<file path="config.mk">
export PLATFORM = sky130hd
export DESIGN_NAME = seq_detect_ctrl
export DESIGN_NICKNAME = d
export VERILOG_FILES = /design/src/rtl/seq_detect_ctrl.sv
export SDC_FILE = /design/constraint.sdc
export NUM_CORES = 1
export LEC_CHECK = 0
export ABC_AREA = 0
export CAP_MARGIN = 20
export CORE_UTILIZATION = 57
export DETAILED_ROUTE_END_ITERATION = 8
export GPL_TIMING_DRIVEN = 0
export PLACE_DENSITY = 0.85
export SETUP_SLACK_MARGIN = 0.05
export SLEW_MARGIN = 15
export SYNTH_ARGS = -nofsm -noshare
export SYNTH_HDL_FRONTEND = slang
export SYNTH_SLANG_ARGS = --single-unit
</file>
<file path="constraint.sdc">
create_clock -name clk -period 7.11 [get_ports clk]
set_input_delay 1.422 -clock clk [delete_from_list [all_inputs] [get_ports clk]]
set_output_delay 1.422 -clock clk [all_outputs]
set_load 0.05 [all_outputs]
</file>
<file path="src/rtl/seq_detect_ctrl.sv">
// Programmable serial pattern detector: loads pattern/length/overlap/threshold via
// valid/ready, then scans a qualified bit stream with a Mealy match pulse and match counter.
module seq_detect_ctrl #(
    parameter int MAXLEN = 8,
    parameter int CNTW   = 8,
    parameter int LENW   = 4
) (
    input  logic              clk,
    input  logic              rst,
    input  logic              cfg_valid,
    output logic              cfg_ready,
    input  logic [MAXLEN-1:0] cfg_pattern,
    input  logic [LENW-1:0]   cfg_len,
    input  logic              cfg_overlap,
    input  logic [CNTW-1:0]   cfg_threshold,
    input  logic              start,
    input  logic              stop,
    input  logic              bit_valid,
    input  logic              bit_in,
    output logic              match,
    output logic [CNTW-1:0]   match_count,
    output logic              busy,
    output logic              done
);

    typedef enum logic [1:0] {S_IDLE, S_ARMED, S_DONE} state_t;

    localparam logic [LENW-1:0] MAXLEN_L = LENW'(MAXLEN);
    localparam logic [CNTW-1:0] CNT_MAX  = '1;

    state_t            state_q, state_d;
    logic [MAXLEN-1:0] pattern_q, pattern_d;
    logic [MAXLEN-1:0] hist_q, hist_d;
    logic [LENW-1:0]   len_q, len_d;
    logic [LENW-1:0]   fill_q, fill_d;
    logic              overlap_q, overlap_d;
    logic [CNTW-1:0]   thr_q, thr_d;
    logic [CNTW-1:0]   count_q, count_d;

    logic [LENW-1:0]   len_clamped;
    logic [CNTW-1:0]   count_inc;
    logic [MAXLEN-1:0] candidate;
    logic [MAXLEN-1:0] len_mask;
    logic              cfg_accept;
    logic              fill_ok;
    logic              pattern_hit;

    always_comb begin
        len_clamped = cfg_len;
        if (cfg_len == '0) begin
            len_clamped = LENW'(1);
        end else if (cfg_len > MAXLEN_L) begin
            len_clamped = MAXLEN_L;
        end
    end

    // Only the low len bits of the candidate take part in the comparison.
    generate
        for (genvar gi = 0; gi < MAXLEN; gi++) begin : g_mask
            assign len_mask[gi] = (LENW'(gi) < len_q);
        end
    endgenerate

    assign candidate   = {hist_q[MAXLEN-2:0], bit_in};
    assign fill_ok     = ({1'b0, fill_q} + {{LENW{1'b0}}, 1'b1}) >= {1'b0, len_q};
    assign pattern_hit = ((candidate ^ pattern_q) & len_mask) == '0;
    assign match       = (state_q == S_ARMED) && bit_valid && !stop && fill_ok && pattern_hit;
    assign count_inc   = (count_q == CNT_MAX) ? count_q : count_q + 1'b1;
    assign cfg_accept  = cfg_valid && (state_q != S_ARMED);

    always_comb begin
        state_d   = state_q;
        pattern_d = pattern_q;
        hist_d    = hist_q;
        len_d     = len_q;
        fill_d    = fill_q;
        overlap_d = overlap_q;
        thr_d     = thr_q;
        count_d   = count_q;

        if (cfg_accept) begin
            pattern_d = cfg_pattern;
            len_d     = len_clamped;
            overlap_d = cfg_overlap;
            thr_d     = cfg_threshold;
        end

        case (state_q)
            S_IDLE: begin
                if (start) begin
                    state_d = S_ARMED;
                    count_d = '0;
                    hist_d  = '0;
                    fill_d  = '0;
                end
            end
            S_ARMED: begin
                if (stop) begin
                    state_d = S_IDLE;
                end else if (bit_valid) begin
                    hist_d = candidate;
                    fill_d = (fill_q == MAXLEN_L) ? fill_q : fill_q + 1'b1;
                    if (match) begin
                        count_d = count_inc;
                        // Non-overlapping mode forgets every bit consumed by this match.
                        if (!overlap_q) begin
                            fill_d = '0;
                        end
                        if ((thr_q != '0) && (count_inc == thr_q)) begin
                            state_d = S_DONE;
                        end
                    end
                end
            end
            S_DONE: begin
                if (stop) begin
                    state_d = S_IDLE;
                end else if (start) begin
                    state_d = S_ARMED;
                    count_d = '0;
                    hist_d  = '0;
                    fill_d  = '0;
                end
            end
            default: state_d = S_IDLE;
        endcase
    end

    always_ff @(posedge clk) begin
        if (rst) begin
            state_q   <= S_IDLE;
            pattern_q <= '0;
            hist_q    <= '0;
            len_q     <= LENW'(1);
            fill_q    <= '0;
            overlap_q <= 1'b0;
            thr_q     <= '0;
            count_q   <= '0;
        end else begin
            state_q   <= state_d;
            pattern_q <= pattern_d;
            hist_q    <= hist_d;
            len_q     <= len_d;
            fill_q    <= fill_d;
            overlap_q <= overlap_d;
            thr_q     <= thr_d;
            count_q   <= count_d;
        end
    end

    assign cfg_ready   = (state_q != S_ARMED);
    assign busy        = (state_q == S_ARMED);
    assign done        = (state_q == S_DONE);
    assign match_count = count_q;

endmodule

</file>
==> results.sh <==
export IMPL_grt_start_max_net_pins=15
export IMPL_die_height_um=66.8
export IMPL_numPortBuffers=39
export IMPL_core_area_um2=4030
export IMPL_max_vdd_ir_drop_mv=0.135
export IMPL_groute_usage_overall_pct=29.0
export IMPL_drt_first_pass_iters=4
export IMPL_relSlewSlack_pct=56.6
export IMPL_cts_tree="yes"
export IMPL_yosys_area_share_xor_xnor_pct=5.86
export IMPL_synth_seq_area_share_pct=35.1
export IMPL_overflow=0
export IMPL_max_clock_buf_depth=2
export IMPL_overall_power_consumption_mw=0.496
export IMPL_synth_seq_cells=42
export IMPL_wire_per_inst_um=14.8
export IMPL_hpwlAfterDp_mm=4.47
export IMPL_final_nets=391
export IMPL_ys_async_sr_fraction_pct=0
export IMPL_yosys_area_share_simple_pct=26.3
export IMPL_final_setup_tns_ps=0
export IMPL_combined_area_of_all_synthesized_cells_um2=2390
export IMPL_final_util_pct=73.1
export IMPL_timing_worst_setup_path_type="input pin to output pin"
export IMPL_cts_repair_timing_setup_buffer_count=0
export IMPL_grt_first_pass_wirelength_mm=9.74
export IMPL_worst_endpoint_arrival_ps=3990
export IMPL_fin_worst_hold_slack_ps=477
export IMPL_first_iter_violations=227
export IMPL_max_stage_delay_ps=820
export IMPL_pin_count=40
export IMPL_cts_buffers_inserted=5
export IMPL_powerDensity_nw_per_um2=168
export IMPL_clk_insertion_delay_late_ps=300
export IMPL_cts_repair_resize_count=0
export IMPL_crit_slowest_cell="clkdlybuf4s50_1"
export IMPL_syn_mean_instance_area_um2=7.72
export IMPL_tightestPinTransition_ps=649
export IMPL_max_cap_violations=0
export IMPL_synthToLayoutAreaGrowth_pct=23.1
export IMPL_detail_route_drc_violations=0
export IMPL_yosys_mux_area_fraction_pct=0
export IMPL_die_area_um2=4460
export IMPL_p_leak_nw=1.11
export IMPL_final_max_slew_viol_count=0
export IMPL_die_w_um=66.8
export IMPL_status="completed"
export IMPL_synth_compound_area_share_pct=23.9
export IMPL_htree_num_levels=2
export IMPL_nFillCells=359
export IMPL_synth_top_family_by_area="simple AND/OR/NAND/NOR gates"
export IMPL_gpl_final_weighted_congestion=1.02
export IMPL_final_hold_violation_count=0
export IMPL_grt_antenna_before_repair=0
export IMPL_required_ps=5690
export IMPL_setup_worst_path_end_class="output pin"
export IMPL_cp_start_kind="input pin"
export IMPL_routed_via_density=6.01
export IMPL_tcrit_tclk_final_pct=76.1
export IMPL_final_antenna_net_count=0
export IMPL_cts_reportedPaths_clkPinSlew_ps=80
export IMPL_worstPathBufferInverterCount=3
export IMPL_syn_instance_count=310
export IMPL_setup_viol_count_final=0
export IMPL_drive_gt1_share_pct=6.16
export IMPL_clock_sinks=42
export IMPL_final_setup_skew_ps=6.11
export IMPL_worst_path_most_repeated_cell="clkdlybuf4s50_1"
export IMPL_synth_warnings=0
export IMPL_antennaDiodeCount=0
export IMPL_hold_class="flip-flop to flip-flop"
export IMPL_synth_net_count=345
export IMPL_start_util_pct=59.4
export IMPL_totalWireLength_mm=6.02
export IMPL_ys_types=53
export IMPL_synth_adder_area_share_pct=3.66
export IMPL_rsz0062_at_grt="no"
export IMPL_fmax_mhz=185
export IMPL_grt_pass1_vias=2100
export IMPL_rows=23
export IMPL_dominantRegCellSynth="dfxtp_1"
export IMPL_cts_hold_buffers_added=0
export IMPL_cts_root_buffer="clkbuf_8"
export IMPL_crit_fanout=7
export IMPL_crit_path_cell_trace="clkdlybuf4s50_1 > nand4bb_1 > a221o_1 > a21oi_2 > nand3_2 > inv_2 > clkdlybuf4s50_1"
export IMPL_routed_via_count=2447
export IMPL_synth_edf_count=0
export IMPL_seq_area_um2=841
export IMPL_critical_path_top_delay_family="buffers and inverters"
export IMPL_timing_final_crit_period_ps=5410
export IMPL_multi_input_comb_area_um2=1430
==> flip-flops by register name, summed over array words and instances, names as in the netlist <==
| signal | count |
|---|---|
| overlap_q | 1 |
| match_count | 8 |
| fill_q | 4 |
| len_q | 4 |
| hist_q | 7 |
| thr_q | 8 |
| pattern_q | 8 |
| state_q | 2 |
==> placed cells by master (no fill, tap or decap), types with 9 or more instances in the layout <==
| master | n |
|---|---|
| xor2_1 | 9 |
| a21oi_1 | 32 |
| clkbuf_1 | 12 |
| dfxtp_1 | 42 |
| o21ai_0 | 16 |
| inv_1 | 10 |
| clkdlybuf4s50_1 | 39 |
| nand3_1 | 13 |
| nand2_1 | 58 |
| nor2_1 | 14 |
==> cells in the mapped netlist (2+ instances only) <==
library cell | number | area, µm²
or3_1 | 3 | 18.8
a211oi_1 | 3 | 22.5
a22oi_1 | 7 | 52.6
o211ai_1 | 5 | 37.5
nand4bb_1 | 2 | 22.5
clkbuf_1 | 12 | 45.0
nand2b_1 | 3 | 18.8
or3b_2 | 2 | 17.5
nor4_1 | 3 | 18.8
xor2_1 | 9 | 78.8
xnor2_1 | 7 | 61.3
nand3b_1 | 3 | 22.5
a31oi_1 | 6 | 37.5
dfxtp_1 | 42 | 841
ha_1 | 7 | 87.6
nand4_1 | 2 | 12.5
nor2_1 | 14 | 52.6
nand2_1 | 58 | 218
inv_1 | 10 | 37.5
a21o_1 | 2 | 15.0
and4_1 | 2 | 17.5
nand3_1 | 13 | 65.1
nor2b_1 | 3 | 18.8
and3_1 | 6 | 37.5
buf_2 | 5 | 25.0
nor3_1 | 5 | 25.0
o211a_1 | 3 | 30.0
a21oi_1 | 32 | 160
o21ai_0 | 16 | 80.1
a311oi_1 | 2 | 17.5
==> per-layer routing <==
layer	up-vias	wire, µm	track usage (%)
met4	0	127	10.1
met3	16	459	6.34
li1	1202	-	-
met1	1120	2660	38.1
met5	-	0	0
met2	109	2770	46.3
==> power by group <==
group | switching, mW | leakage, nW | internal (mW)
Sequential | 0.00889 | 0.342 | 0.243
Clock | 0.0900 | 0.0478 | 0.0800
Combinational | 0.0399 | 0.719 | 0.0341
==> layout make-up <==
type	instances	share of cell area [%]
flip-flops and latches	42	28.6
inverters	11	1.40
clock inverters	2	0.552
well taps	50	2.12
multi-input cells	239	48.5
clock buffers	6	2.80
plain buffers	18	2.76
repair buffers	39	13.3
==> path summary, 6_finish.rpt <==
check                               from                        end  slack (ps)  cells past startpoint
max reg2reg  match_count[0]$_SDFFE_PP0P_    state_q[0]$_SDFFE_PP0P_        4510                      9
min            pattern_q[3]$_SDFFE_PP0P_  pattern_q[3]$_SDFFE_PP0P_         480                      2
min reg2reg    pattern_q[3]$_SDFFE_PP0P_  pattern_q[3]$_SDFFE_PP0P_         480                      2
max                                 stop                      match        1700                      7
==> kinds of logic after synthesis <==
group / count (synthesis)
DFF: 42
buffers and inverters: 29
xor gates and xnor gates: 16
and+or+nand+nor: 126
AOI/OAI and AO/OA: 90
adders and majority gates: 7
==> worst register-to-register path, stage by stage, from the launching register on <==
cell and delay, ps:
dfxtp_1 470, ha_1 190, clkbuf_1 280, and2_0 180
buf_2 180, nand3_1 170, a211oi_1 300, o211ai_1 110
or3_1 410, o211a_1 220
==> stage by stage <==
stage	cell area (µm²)	std cells	setup WS, ps
after floorplan	2390	310	3220
after global placement	2850	399	1750
after detailed placement	2850	399	1740
after CTS	2940	407	1720
after global routing	2940	407	1570
final	2940	407	1700
(Power assumes the default switching activity.)
